`src/rtl/mc_pkg.sv`:
```
// rtl/mc_pkg.sv - state encoding, opcode/funct constants and mux codes for multicycle_controller
package mc_pkg;

    typedef enum logic [3:0] {
        S_FETCH     = 4'd0,
        S_DECODE    = 4'd1,
        S_MEM_ADDR  = 4'd2,
        S_MEM_READ  = 4'd3,
        S_MEM_WB    = 4'd4,
        S_MEM_WRITE = 4'd5,
        S_R_EXEC    = 4'd6,
        S_R_WB      = 4'd7,
        S_BRANCH    = 4'd8,
        S_JUMP      = 4'd9,
        S_JR        = 4'd10,
        S_I_EXEC    = 4'd11,
        S_I_WB      = 4'd12
    } state_t;

    localparam logic [5:0] OP_RTYPE = 6'h00;
    localparam logic [5:0] OP_J     = 6'h02;
    localparam logic [5:0] OP_JAL   = 6'h03;
    localparam logic [5:0] OP_BEQ   = 6'h04;
    localparam logic [5:0] OP_ADDI  = 6'h08;
    localparam logic [5:0] OP_ADDIU = 6'h09;
    localparam logic [5:0] OP_SLTI  = 6'h0a;
    localparam logic [5:0] OP_SLTIU = 6'h0b;
    localparam logic [5:0] OP_ANDI  = 6'h0c;
    localparam logic [5:0] OP_ORI   = 6'h0d;
    localparam logic [5:0] OP_LUI   = 6'h0f;
    localparam logic [5:0] OP_LW    = 6'h23;
    localparam logic [5:0] OP_SW    = 6'h2b;

    localparam logic [5:0] FN_SLL  = 6'h00;
    localparam logic [5:0] FN_SRL  = 6'h02;
    localparam logic [5:0] FN_SRA  = 6'h03;
    localparam logic [5:0] FN_JR   = 6'h08;
    localparam logic [5:0] FN_JALR = 6'h09;

    localparam logic [2:0] ALU_ADD   = 3'b000;
    localparam logic [2:0] ALU_SUB   = 3'b001;
    localparam logic [2:0] ALU_FUNCT = 3'b010;
    localparam logic [2:0] ALU_AND   = 3'b011;
    localparam logic [2:0] ALU_SLT   = 3'b100;
    localparam logic [2:0] ALU_SLTU  = 3'b101;
    localparam logic [2:0] ALU_OR    = 3'b110;

    localparam logic [1:0] REGDST_RT = 2'b00;
    localparam logic [1:0] REGDST_RD = 2'b01;
    localparam logic [1:0] REGDST_RA = 2'b10;

    localparam logic [1:0] M2R_ALUOUT = 2'b00;
    localparam logic [1:0] M2R_MDR    = 2'b01;
    localparam logic [1:0] M2R_PC     = 2'b10;

    localparam logic [1:0] SRCA_PC    = 2'b00;
    localparam logic [1:0] SRCA_REG   = 2'b01;
    localparam logic [1:0] SRCA_SHAMT = 2'b10;

    localparam logic [1:0] SRCB_REG    = 2'b00;
    localparam logic [1:0] SRCB_FOUR   = 2'b01;
    localparam logic [1:0] SRCB_IMM    = 2'b10;
    localparam logic [1:0] SRCB_BRANCH = 2'b11;

    localparam logic [1:0] PCSRC_ALU    = 2'b00;
    localparam logic [1:0] PCSRC_ALUOUT = 2'b01;
    localparam logic [1:0] PCSRC_JUMP   = 2'b10;
    localparam logic [1:0] PCSRC_REG    = 2'b11;

    function automatic logic is_wait_state(input state_t s);
        return (s == S_FETCH) || (s == S_MEM_READ) || (s == S_MEM_WRITE);
    endfunction

    function automatic logic is_shift_imm(input logic [5:0] funct);
        return (funct == FN_SLL) || (funct == FN_SRL) || (funct == FN_SRA);
    endfunction

endpackage

```
`src/rtl/mc_mem_timer.sv`:
```
// rtl/mc_mem_timer.sv - consecutive memory wait-cycle counter with timeout compare
module mc_mem_timer #(
    parameter int MEM_TIMEOUT = 255
) (
    input  logic clk,
    input  logic reset,
    input  logic in_wait,
    input  logic mem_ready,
    output logic timeout
);

    localparam int TW = (MEM_TIMEOUT > 1) ? $clog2(MEM_TIMEOUT) : 1;

    logic [TW-1:0] count;

    // Counter holds 0 outside wait states, so every wait-state entry starts from 0.
    assign timeout = (MEM_TIMEOUT > 0) && in_wait && !mem_ready
                     && (count == TW'(MEM_TIMEOUT - 1));

    always_ff @(posedge clk) begin
        if (reset || !in_wait || mem_ready || timeout) begin
            count <= '0;
        end else begin
            count <= count + TW'(1);
        end
    end

endmodule

```
`src/rtl/multicycle_controller.sv`:
```
// rtl/multicycle_controller.sv - Moore control FSM for a multi-cycle MIPS datapath
module multicycle_controller
    import mc_pkg::*;
#(
    parameter int MEM_TIMEOUT = 255,
    parameter int CNT_W       = 32
) (
    input  logic             clk,
    input  logic             reset,
    input  logic [5:0]       OpCode,
    input  logic [5:0]       Funct,
    input  logic             mem_ready,
    output logic             PCWrite,
    output logic             PCWriteCond,
    output logic             IorD,
    output logic             MemRead,
    output logic             MemWrite,
    output logic             IRWrite,
    output logic             RegWrite,
    output logic [1:0]       RegDst,
    output logic [1:0]       MemtoReg,
    output logic [1:0]       ALUSrcA,
    output logic [1:0]       ALUSrcB,
    output logic             ExtOp,
    output logic             LuOp,
    output logic [2:0]       ALUOp,
    output logic [1:0]       PCSource,
    output logic [3:0]       state,
    output logic             illegal_insn,
    output logic             mem_fault,
    output logic [CNT_W-1:0] instr_count
);

    state_t cur, nxt;
    logic   timeout, retire;
    logic   pc_write, pc_write_cond, mem_read, mem_write, ir_write, reg_write, illegal;

    mc_mem_timer #(.MEM_TIMEOUT(MEM_TIMEOUT)) u_timer (
        .clk       (clk),
        .reset     (reset),
        .in_wait   (is_wait_state(cur)),
        .mem_ready (mem_ready),
        .timeout   (timeout)
    );

    // A timed-out store never reaches here with mem_ready=1, so it is not counted.
    assign retire = (cur inside {S_MEM_WB, S_R_WB, S_BRANCH, S_JUMP, S_JR, S_I_WB})
                    || (cur == S_MEM_WRITE && mem_ready);

    always_ff @(posedge clk) begin
        if (reset) begin
            cur         <= S_FETCH;
            instr_count <= '0;
            mem_fault   <= 1'b0;
        end else begin
            cur <= nxt;
            if (retire)  instr_count <= instr_count + CNT_W'(1);
            if (timeout) mem_fault   <= 1'b1;
        end
    end

    always_comb begin
        nxt           = cur;
        pc_write      = 1'b0;
        pc_write_cond = 1'b0;
        mem_read      = 1'b0;
        mem_write     = 1'b0;
        ir_write      = 1'b0;
        reg_write     = 1'b0;
        illegal       = 1'b0;
        IorD          = 1'b0;
        RegDst        = REGDST_RT;
        MemtoReg      = M2R_ALUOUT;
        ALUSrcA       = SRCA_PC;
        ALUSrcB       = SRCB_REG;
        ExtOp         = 1'b0;
        LuOp          = 1'b0;
        ALUOp         = ALU_ADD;
        PCSource      = PCSRC_ALU;
        case (cur)
            S_FETCH: begin
                mem_read = 1'b1;
                ALUSrcB  = SRCB_FOUR;
                ir_write = mem_ready;
                pc_write = mem_ready;
                if (mem_ready) nxt = S_DECODE;
                else if (timeout) nxt = S_FETCH;
            end
            S_DECODE: begin
                ALUSrcB = SRCB_BRANCH;
                ExtOp   = 1'b1;
                case (OpCode)
                    OP_LW, OP_SW: nxt = S_MEM_ADDR;
                    OP_RTYPE:     nxt = (Funct == FN_JR || Funct == FN_JALR) ? S_JR : S_R_EXEC;
                    OP_BEQ:       nxt = S_BRANCH;
                    OP_J, OP_JAL: nxt = S_JUMP;
                    OP_ADDI, OP_ADDIU, OP_SLTI, OP_SLTIU,
                    OP_ANDI, OP_ORI, OP_LUI: nxt = S_I_EXEC;
                    default: begin
                        illegal = 1'b1;
                        nxt     = S_FETCH;
                    end
                endcase
            end
            S_MEM_ADDR: begin
                ALUSrcA = SRCA_REG;
                ALUSrcB = SRCB_IMM;
                ExtOp   = 1'b1;
                nxt     = (OpCode == OP_LW) ? S_MEM_READ : S_MEM_WRITE;
            end
            S_MEM_READ: begin
                IorD     = 1'b1;
                mem_read = 1'b1;
                if (mem_ready) nxt = S_MEM_WB;
                else if (timeout) nxt = S_FETCH;
            end
            S_MEM_WB: begin
                MemtoReg  = M2R_MDR;
                reg_write = 1'b1;
                nxt       = S_FETCH;
            end
            S_MEM_WRITE: begin
                IorD      = 1'b1;
                mem_write = 1'b1;
                if (mem_ready || timeout) nxt = S_FETCH;
            end
            S_R_EXEC: begin
                ALUSrcA = is_shift_imm(Funct) ? SRCA_SHAMT : SRCA_REG;
                ALUOp   = ALU_FUNCT;
                nxt     = S_R_WB;
            end
            S_R_WB: begin
                RegDst    = REGDST_RD;
                reg_write = 1'b1;
                nxt       = S_FETCH;
            end
            S_BRANCH: begin
                ALUSrcA       = SRCA_REG;
                ALUOp         = ALU_SUB;
                pc_write_cond = 1'b1;
                PCSource      = PCSRC_ALUOUT;
                nxt           = S_FETCH;
            end
            S_JUMP: begin
                pc_write = 1'b1;
                PCSource = PCSRC_JUMP;
                if (OpCode == OP_JAL) begin
                    reg_write = 1'b1;
                    RegDst    = REGDST_RA;
                    MemtoReg  = M2R_PC;
                end
                nxt = S_FETCH;
            end
            S_JR: begin
                pc_write = 1'b1;
                PCSource = PCSRC_REG;
                if (Funct == FN_JALR) begin
                    reg_write = 1'b1;
                    RegDst    = REGDST_RD;
                    MemtoReg  = M2R_PC;
                end
                nxt = S_FETCH;
            end
            S_I_EXEC: begin
                ALUSrcA = SRCA_REG;
                ALUSrcB = SRCB_IMM;
                ExtOp   = !(OpCode inside {OP_ANDI, OP_ORI, OP_SLTIU});
                LuOp    = (OpCode == OP_LUI);
                case (OpCode)
                    OP_ANDI:  ALUOp = ALU_AND;
                    OP_ORI:   ALUOp = ALU_OR;
                    OP_SLTI:  ALUOp = ALU_SLT;
                    OP_SLTIU: ALUOp = ALU_SLTU;
                    default:  ALUOp = ALU_ADD;
                endcase
                nxt = S_I_WB;
            end
            S_I_WB: begin
                reg_write = 1'b1;
                nxt       = S_FETCH;
            end
            default: nxt = S_FETCH;
        endcase
    end

    // Strobes are suppressed for the whole reset cycle.
    assign PCWrite      = pc_write      && !reset;
    assign PCWriteCond  = pc_write_cond && !reset;
    assign MemRead      = mem_read      && !reset;
    assign MemWrite     = mem_write     && !reset;
    assign IRWrite      = ir_write      && !reset;
    assign RegWrite     = reg_write     && !reset;
    assign illegal_insn = illegal       && !reset;
    assign state        = cur;

endmodule

```
`config.mk`:
```
export PLATFORM = sky130hd
export DESIGN_NAME = multicycle_controller
export DESIGN_NICKNAME = d
export VERILOG_FILES = /design/src/rtl/mc_pkg.sv /design/src/rtl/mc_mem_timer.sv /design/src/rtl/multicycle_controller.sv
export SDC_FILE = /design/constraint.sdc
export NUM_CORES = 1
export LEC_CHECK = 0
export CORE_ASPECT_RATIO = 0.7
export CORE_MARGIN = 5
export CORE_UTILIZATION = 54
export CTS_BUF_LIST = sky130_fd_sc_hd__clkbuf_2 sky130_fd_sc_hd__clkbuf_4 sky130_fd_sc_hd__clkbuf_8
export DETAILED_ROUTE_END_ITERATION = 12
export HOLD_SLACK_MARGIN = 0.06
export PLACE_DENSITY = 0.88
export SYNTH_ARGS = -nofsm -noshare
export SYNTH_HDL_FRONTEND = slang
export SYNTH_SLANG_ARGS = --single-unit
```
`constraint.sdc`:
```
create_clock -name clk -period 4.16 [get_ports clk]
set_input_delay 0.832 -clock clk [delete_from_list [all_inputs] [get_ports clk]]
set_output_delay 0.832 -clock clk [all_outputs]
set_load 0.01 [all_outputs]
```
# Word-level counts from Yosys, hierarchy flattened
# Index checks and enable logic that the tools add are counted.
[op_classes]
addsub = 2
n_eq_ne = 30
muxes = 32
reduce_logical = 40
[ops]
columns = ["cell", "n"]
rows = [
  ["6-bit by 4-bit equality test with 1-bit output (second input constant)", 9],
  ["32-bit by 1-bit adder with 32-bit output (second input constant)", 1],
  ["4-bit case mux with 7 select lines", 1],
  ["6-bit by 2-bit equality test with 1-bit output (second input constant)", 4],
  ["2-bit case mux with 3 select lines", 4],
  ["4-bit equality test (second input constant)", 5],
  ["4-bit 2-to-1 mux", 5],
  ["4-bit case mux with 5 select lines", 1],
  ["4-bit by 3-bit equality test with 1-bit output (second input constant)", 4],
  ["2-bit OR reduction", 7],
  ["13-bit OR reduction", 1],
  ["6-bit equality test (second input constant)", 2],
  ["6-bit zero test", 2],
  ["3-bit case mux with 4 select lines", 1],
  ["1-bit 2-to-1 mux", 11],
  ["1-bit logical AND", 10],
  ["1-bit logical OR", 10],
  ["3-bit case mux with 3 select lines", 1],
  ["8-bit by 1-bit adder with 8-bit output (second input constant)", 1],
  ["4-bit by 2-bit equality test with 1-bit output (second input constant)", 2],
  ["8-bit equality test (second input constant)", 1],
  ["7-bit OR reduction", 1],
  ["6-bit by 3-bit equality test with 1-bit output (second input constant)", 1],
  ["2-bit 2-to-1 mux", 3],
  ["11 further kinds", 16],
]
[totals]
reg_bits = 45
input_bits = 15
output_inout_bits = 60

# Depth between registers and ports, before layout
[logic_depth]
depth_word = 8
ltp_mapped = 8
depth_no_buf = 6

# Cells and area by module
# Synthesis repeated with hierarchy kept, for this count alone.
[hier_totals]
hier_cells = 367
hier_area_um2 = 2807.7
[modules_own_cells]
columns = ["mod", "n_inst", "cells_each", "area_each_um2", "seq_area_each_um2"]
rows = [
  ["multicycle_controller", 1, 324, 2413.6, 740.7],
  ["mc_mem_timer", 1, 43, 394.1, 160.2],
]

# Worst setup path after synthesis
# Ideal clock, no wire load.
[synth_path]
path_kind = "input-to-output"
start = "in OpCode[5]"
end = "out RegWrite"
arrival_ns = 2.139
path_slack_ns = 1.189
path_stages = 3
path_buffers = 0
path_cell_list = "or4b_2 -> nor3_1 -> o31a_1"
[synth_between]
elab_chain_len = 4
[synth_rtl]
columns = ["item", "line", "text"]
rows = [
  ["start: declaration", "multicycle_controller.sv:10", "input logic [5:0] OpCode,"],
  ["6-bit by 2-bit equality test with 1-bit output", "multicycle_controller.sv:147", "if (OpCode == OP_JAL) begin"],
  ["1-bit 2-to-1 mux", "multicycle_controller.sv:147", ""],
  ["1-bit case mux with 3 select lines", "multicycle_controller.sv:80", "case (cur)"],
  ["1-bit logical AND", "multicycle_controller.sv:192", "assign RegWrite = reg_write && !reset;"],
  ["end: declaration", "multicycle_controller.sv:19", "output logic RegWrite,"],
]
# Every way passes these cells.

# Final worst setup path
# Same ends and word-level chain as after synthesis.

==> summary.txt <==
Run status
  – Status: completed

Pwr
  – Cell-internal power: 0.679 mW
  – Peak supply drop: 0.157 mV
  – Static leakage: 1.17 nW
  – Power Density: 242 mW/mm2
  – Sw Pwr: 0.201 mW
  – Clock network power share: 0.396
  – Combinational Power Share: 0.110
  – Total Power: 0.881 mW
  – Switch share: 0.229
  – Register share of total power: 0.494

Synthesis
  – Share of the synthesized area in the top cell type: 0.330
  – Post-synthesis sequential area ratio: 0.330
  – Post-synth ARST share: 0
  – Number of synthesized register bits: 45
  – Mean Syn Cell Area: 7.90 um2
  – Ys Warns: 0
  – Top_reg_cell synth: dfxtp_1
  – Cell area after synthesis: 0.00273 mm2
  – Distinct cells, synth: 51
  – Number of enable flip-flop cells after synthesis: 0
  – Yosys top cell by area: dfxtp_1
  – Top cells by area, synth: dfxtp_1, xnor2_1, nor2_1
  – Syn Inst Count: 346
  – Syn Nets: 364

Setup path
  – Endpoint class of the critical path: output pin
  – Peak per-stage delay on the critical path: 0.71 ns
  – CP Launch Type: input port
  – CP Class: input port to output pin
  – Crit path buffers/inverters: 2
  – Critical Path RT: 3.33 ns
  – WP data arrival: 3.13 ns
  – CP most frequent cell: clkdlybuf4s50_1
  – Crit path cell chain: clkdlybuf4s50_1 > or4b_2 > nor3_1 > o31a_1 > clkdlybuf4s50_1
  – Crit-path max FO: 8
  – Delay-heaviest family, CP: simple AND/OR/NAND/NOR gates
  – Worst path slowest cell: or4b_2

Placement
  – Post-DP Area: 0.00352 mm2
  – Post-detail-place hpwl: 5.51 mm
  – Setup WS pre-CTS: 0.231 ns
  – RD Place Congestion: 0.962
  – Port Buffers: 74

STA
  – Final min period: 3.96 ns
  – Fmax: 252 MHz
  – Final TNS setup: 0 ns
  – Hold_ws: 0.484 ns
  – Hold Fails Final Rpt: 0
  – Fin crit share: 0.953
  – RSZ-0062 raised after global routing: no
  – Pin slew with the least headroom to its limit: 0.640 ns
  – Final Slew Violations: 0
  – Final WS setup: 0.197 ns
  – Relative slew slack: 0.572
  – Setup-failing EPs final: 0
  – Setup Skew: 0.00472 ns

Clocking
  – CTS Buf Count: 5
  – CTS tree: built
  – Root buffer cell: clkbuf_8
  – Clock sink total: 45
  – Clock latency on the worst-skew pair: 0.29 ns
  – Clock-pin slew on the worst setup and hold paths: 0.08 ns
  – Post-CTS Setup Inserts: 0
  – Resize count post-CTS: 0
  – Max Root-Sink Buffers: 2
  – H-tree levels: 2
  – Post-CTS Hold Buffers: 0

Finish
  – Highest-count cells in the layout ignoring fill and taps: clkdlybuf4s50_1, nor2_1, dfxtp_1
  – # fillers: 386
  – Ant. Diodes: 0
  – Most common cell after layout, fill and taps aside: clkdlybuf4s50_1
  – Finished Cell Area: 0.00364 mm2
  – Syn-to-layout area delta: 33.2%
  – Layout cells sized above 1: 0.0602
  – Final net count: 432

Drt
  – Post-DRT Antenna Nets: 0
  – WL/cell: 15.6 um
  – Final wirelength: 7.53 mm
  – Vias per cell: 5.83
  – DR vias: 2821
  – Residual DRC: 0
  – Initial DRC count: 327
  – DR pass1 iterations: 5

Global routing
  – Vias in the first global route: 2584
  – First-pass GRT wire length: 12.5 mm
  – Grt total ovfl: 0
  – Largest net degree at the start of global routing: 41
  – Total global-route track usage: 0.230
  – Initial antenna violation count: 0

Die
  – Cell Rows: 21
  – Die area: 0.00661 mm2
  – Initial Util: 0.565
  – CORE AREA: 0.00483 mm2
  – Die width: 95.0 um
  – IO Pins: 75
  – Die outline height: 69.5 um

Worst hold path
  – Min-Delay Path Class: flop to flop

Job
  – Max_cap viols: 0
-- registers in the layout (all words and copies together) (netlist names) --
register       flops
mem_fault          1
u_timer.count      8
instr_count       32
state              4
-- through the flow --
step	instances	util
after floorplan	346	-
after CTS	484	0.753
after detailed placement	476	0.728
final	484	0.753
after global routing	484	0.753
after global placement	476	0.728
-- power by group through the flow --
stage / logic [mW] / registers (mW) / clock network, mW
finish: 0.0965 / 0.435 / 0.349
global route: 0.105 / 0.436 / 0.368
global placement: 0.0940 / 0.445 / 0
floorplan: 0.0487 / 0.446 / 0
detailed placement: 0.0952 / 0.446 / 0
CTS: 0.0955 / 0.435 / 0.351
-- final timing paths --
check	cells after the start	from	slack, ns	endpoint
max	5	OpCode[5]	0.20	RegWrite
max reg2reg	6	state[3]	1.72	instr_count[21]
min	2	mem_fault	0.48	mem_fault
min reg2reg	2	mem_fault	0.48	mem_fault
-- metal layers --
layer,routed length (um),share of wire,GRT usage
met5,0,0,0
met4,51,0.0068,0.0416
met3,428,0.057,0.0390
met2,3430,0.45,0.357
met1,3630,0.48,0.335
-- cell type report --
cell class                 instances  area (um2)  share of cell area
tap                               69        86.3              0.0237
clock buffer                       7        90.1              0.0247
sequential                        45         901               0.247
multi-input combinational        270        1700               0.466
inverter                          10        37.5              0.0103
clock inverter                     1        30.0             0.00825
timing repair buffer              82         801               0.220
-- worst reg2reg max path: cells and delay by family (launching register included) --
kind	cells	cell delay, ns
flip-flops	1	0.60
AO/OA/AOI/OAI	3	0.67
AND/OR/NAND/NOR	2	0.87
buffers and inverters	1	0.22
-- synthesized netlist by cell type, types with 2 or more instances --
library cell	number
nand2b_1	6
buf_4	2
buf_2	5
o31ai_1	7
and3_1	8
o21ai_0	8
nand4_1	7
nor4_1	4
nor2b_1	6
a21oi_1	27
a211oi_1	9
and2_1	4
dfxtp_1	45
inv_1	10
o32ai_1	2
xnor2_1	23
or4_1	7
buf_1	2
nor2_1	47
nand3_1	19
and4_1	10
nor3_1	8
or4b_1	2
a31o_2	2
nand2_1	21
and2b_1	2
nor3b_1	3
a2111oi_2	4
a21boi_0	2
clkbuf_1	11
xor2_1	7
or3_1	4
ha_1	3
a22oi_1	2
-- cell families (layout without fill, tap and decap cells) --
kind of cell | after synthesis | count (layout) | share of synthesized area
AOI/OAI and AO/OA | 74 | 74 | 0.189
xor gates and xnor gates | 30 | 30 | 0.0961
adders and majority gates | 3 | 3 | 0.0137
buffers and inverters | 31 | 100 | 0.0503
DFF | 45 | 45 | 0.330
muxes | 1 | 1 | 0.00366
and+or+nand+nor | 162 | 162 | 0.318
(Power assumes the default switching activity.)
==> patch, RTL diff (same flow settings) <==
Reset style: asynchronous (`reset`), changed in one clocked block.
--- a/src/rtl/multicycle_controller.sv
+++ b/src/rtl/multicycle_controller.sv
@@ -49,3 +49,3 @@
 
-    always_ff @(posedge clk) begin
+    always_ff @(posedge clk or posedge reset) begin
         if (reset) begin
Function: differs if reset is asserted again (counterexample within 4 cycles, from zero or initial values and one cycle with reset high); with reset held inactive, the same outputs for 10 cycles.
==> patch against the unedited design <==
Global-route usage is 0.21 points higher. Sequential cell count is the same. Cell count decreased by 6.8%. Setup slack improved by 0.17 ns. Wire length down 1.1%. Final area rose by 1.5%. Synthesized area grew 3.0%.
Power is not compared: it rests on default switching activity, and its combinational part moved more than twofold at a synthesized area within 25%.
==> patch: results (changes against the unedited design) <==
Global routing
  • Largest net degree at the start of global routing: 38 (-7.3%)
  • Initial antenna violation count: 0 (unchanged)
  • Global-route wire length before repair: 12.3 mm (-1.2%)
  • Vias in the first global route: 2,410 (-6.7%)
  • All-Layer GR Usage: 0.232 (+0.00214)

Critical path
  • Reg2Reg Setup Slack: 1.85 ns (+0.13 ns)
  • WP data arrival: 2.96 ns (-0.17 ns)
  • Reg2Reg Depth: 5 (-1)
  • Reg2reg start: state[2]$_DFFE_PP0P_
  • Worst Path Max Fanout: 5 (-3)
  • Crit. Startpoint: OpCode[0]
  • Reg2reg end: instr_count[17]$_DFFE_PP0P_

Synth
  • Sequential share of the synthesized area: 0.386 (+0.0561)
  • Mapped Nets: 328 (-9.9%)
  • Ys flop type: dfrtp_1
  • Yosys cell types: 57 (+12%)
  • Post-synth top cells: dfrtp_1, nor2_1, xor2_1
  • Share of synthesized flip-flops with an asynchronous set or reset: 0.822 (+0.822)
  • Area contributors post-synth: dfrtp_1, xor2_1, dfxtp_1
  • Synth Warn #: 0 (unchanged)

Placement
  • PortBufs: 74 (unchanged)
  • Post-placement worst setup slack: 0.363 ns (+0.132 ns)
  • HPWL Detailed: 5.62 mm (+2.0%)
  • Routability congestion estimate: 0.982 (+2.0%)

Route
  • Avg WL per Cell: 16.5 microns (+6.2%)
  • DRT iter0 DRCs: 172 (-47%)
  • Residual DRC: 0 (unchanged)
  • DR vias: 2,596 (-8.0%)

Power and ir drop
  • Leak Pwr: 0.00153 uW

Timing
  • Slew HR: 0.495 (-0.0763)
  • Layout Skew: 0.00622 ns (+0.00150 ns)
  • Setup TNS Final: 0 ns (unchanged)
  • Final min period: 3.80 ns (-0.167 ns)

Clock tree
  • Clk slew on worst S/H paths: 0.08 ns (about the same)
  • Clk Latency, worst-skew pair: 0.30 ns
  • Cts bufs inserted: 5 (unchanged)

Finish
  • Fillers: 404 (+4.7%)
  • ANT cells: 0 (unchanged)
  • Fin nets: 396 (-8.3%)
  • Layout cells sized above 1: 0.100 (+0.0400)
  • Largest register by flop count: instr_count

Outcome
  • Status: finished clean
-- patch: per-stage QoR --
stage / cells / cell area, sq um / hold WS [ns]
finish: 451 / 3690 / 0.464
global route: 451 / 3690 / 0.514
CTS: 451 / 3690 / 0.470
detailed placement: 443 / 3570 / 0.451
global placement: 443 / 3570 / 0.445
floorplan: 310 / 2820 / 0.430
-- patch: cell type report --
class,instances,share of cell area
clock buffers,7,0.0244
clock inverters,1,0.00813
inverters,12,0.0122
multi-input cells,237,0.430
flip-flops and latches,45,0.294
well taps,72,0.0244
repair buffers,77,0.207
-- patch: layer usage --
layer / routed length, microns / global-route usage / vias up / part of all wire
li1: - / - / 1214 / -
met1: 3450 / 0.355 / 1273 / 0.46
met2: 3360 / 0.330 / 97 / 0.45
met3: 567 / 0.0571 / 12 / 0.076
met4: 77 / 0.0451 / 0 / 0.010
met5: 0 / 0 / - / 0
-- patch: cell families (layout without fill, tap and decap cells) --
family,after synthesis,in the layout,share of synthesized area
AO/OA/AOI/OAI,34,34,0.0902
XOR/XNOR,41,41,0.127
flip-flops,45,45,0.386
adder cells (fa/ha/maj),3,3,0.0133
buffers and inverters,28,97,0.0498
multiplexers,1,1,0.00400
AND/OR/NAND/NOR,158,158,0.330
-- patch: how the worst min path moves through the flow --
stage	startpoint	endpoint	cells after the start
2_1_floorplan	u_timer.count[0]$_SDFF_PP0_	u_timer.count[0]$_SDFF_PP0_	1
3_3_place_gp	u_timer.count[0]$_SDFF_PP0_	u_timer.count[0]$_SDFF_PP0_	1
3_5_place_dp	u_timer.count[0]$_SDFF_PP0_	u_timer.count[0]$_SDFF_PP0_	1
4_1_cts	u_timer.count[0]$_SDFF_PP0_	u_timer.count[0]$_SDFF_PP0_	1
5_1_grt	instr_count[24]$_DFFE_PP0P_	instr_count[24]$_DFFE_PP0P_	1
6_report	u_timer.count[0]$_SDFF_PP0_	u_timer.count[0]$_SDFF_PP0_	1
-- patch: power groups by stage --
stage,clock network (uW),logic [uW],registers (uW)
final,347,297,518
after global routing,368,321,525
after CTS,348,297,516
after detailed placement,0,295,524
after global placement,0,290,521
after floorplan,0,182,498
-- patch: worst max-delay path: stages --
cell and delay (ns):
clkdlybuf4s50_1 0.49, inv_2 0.06, or3_4 0.40, nor4_2 0.21, nand2_1 0.13, a311oi_2 0.26, clkdlybuf4s50_1 0.57
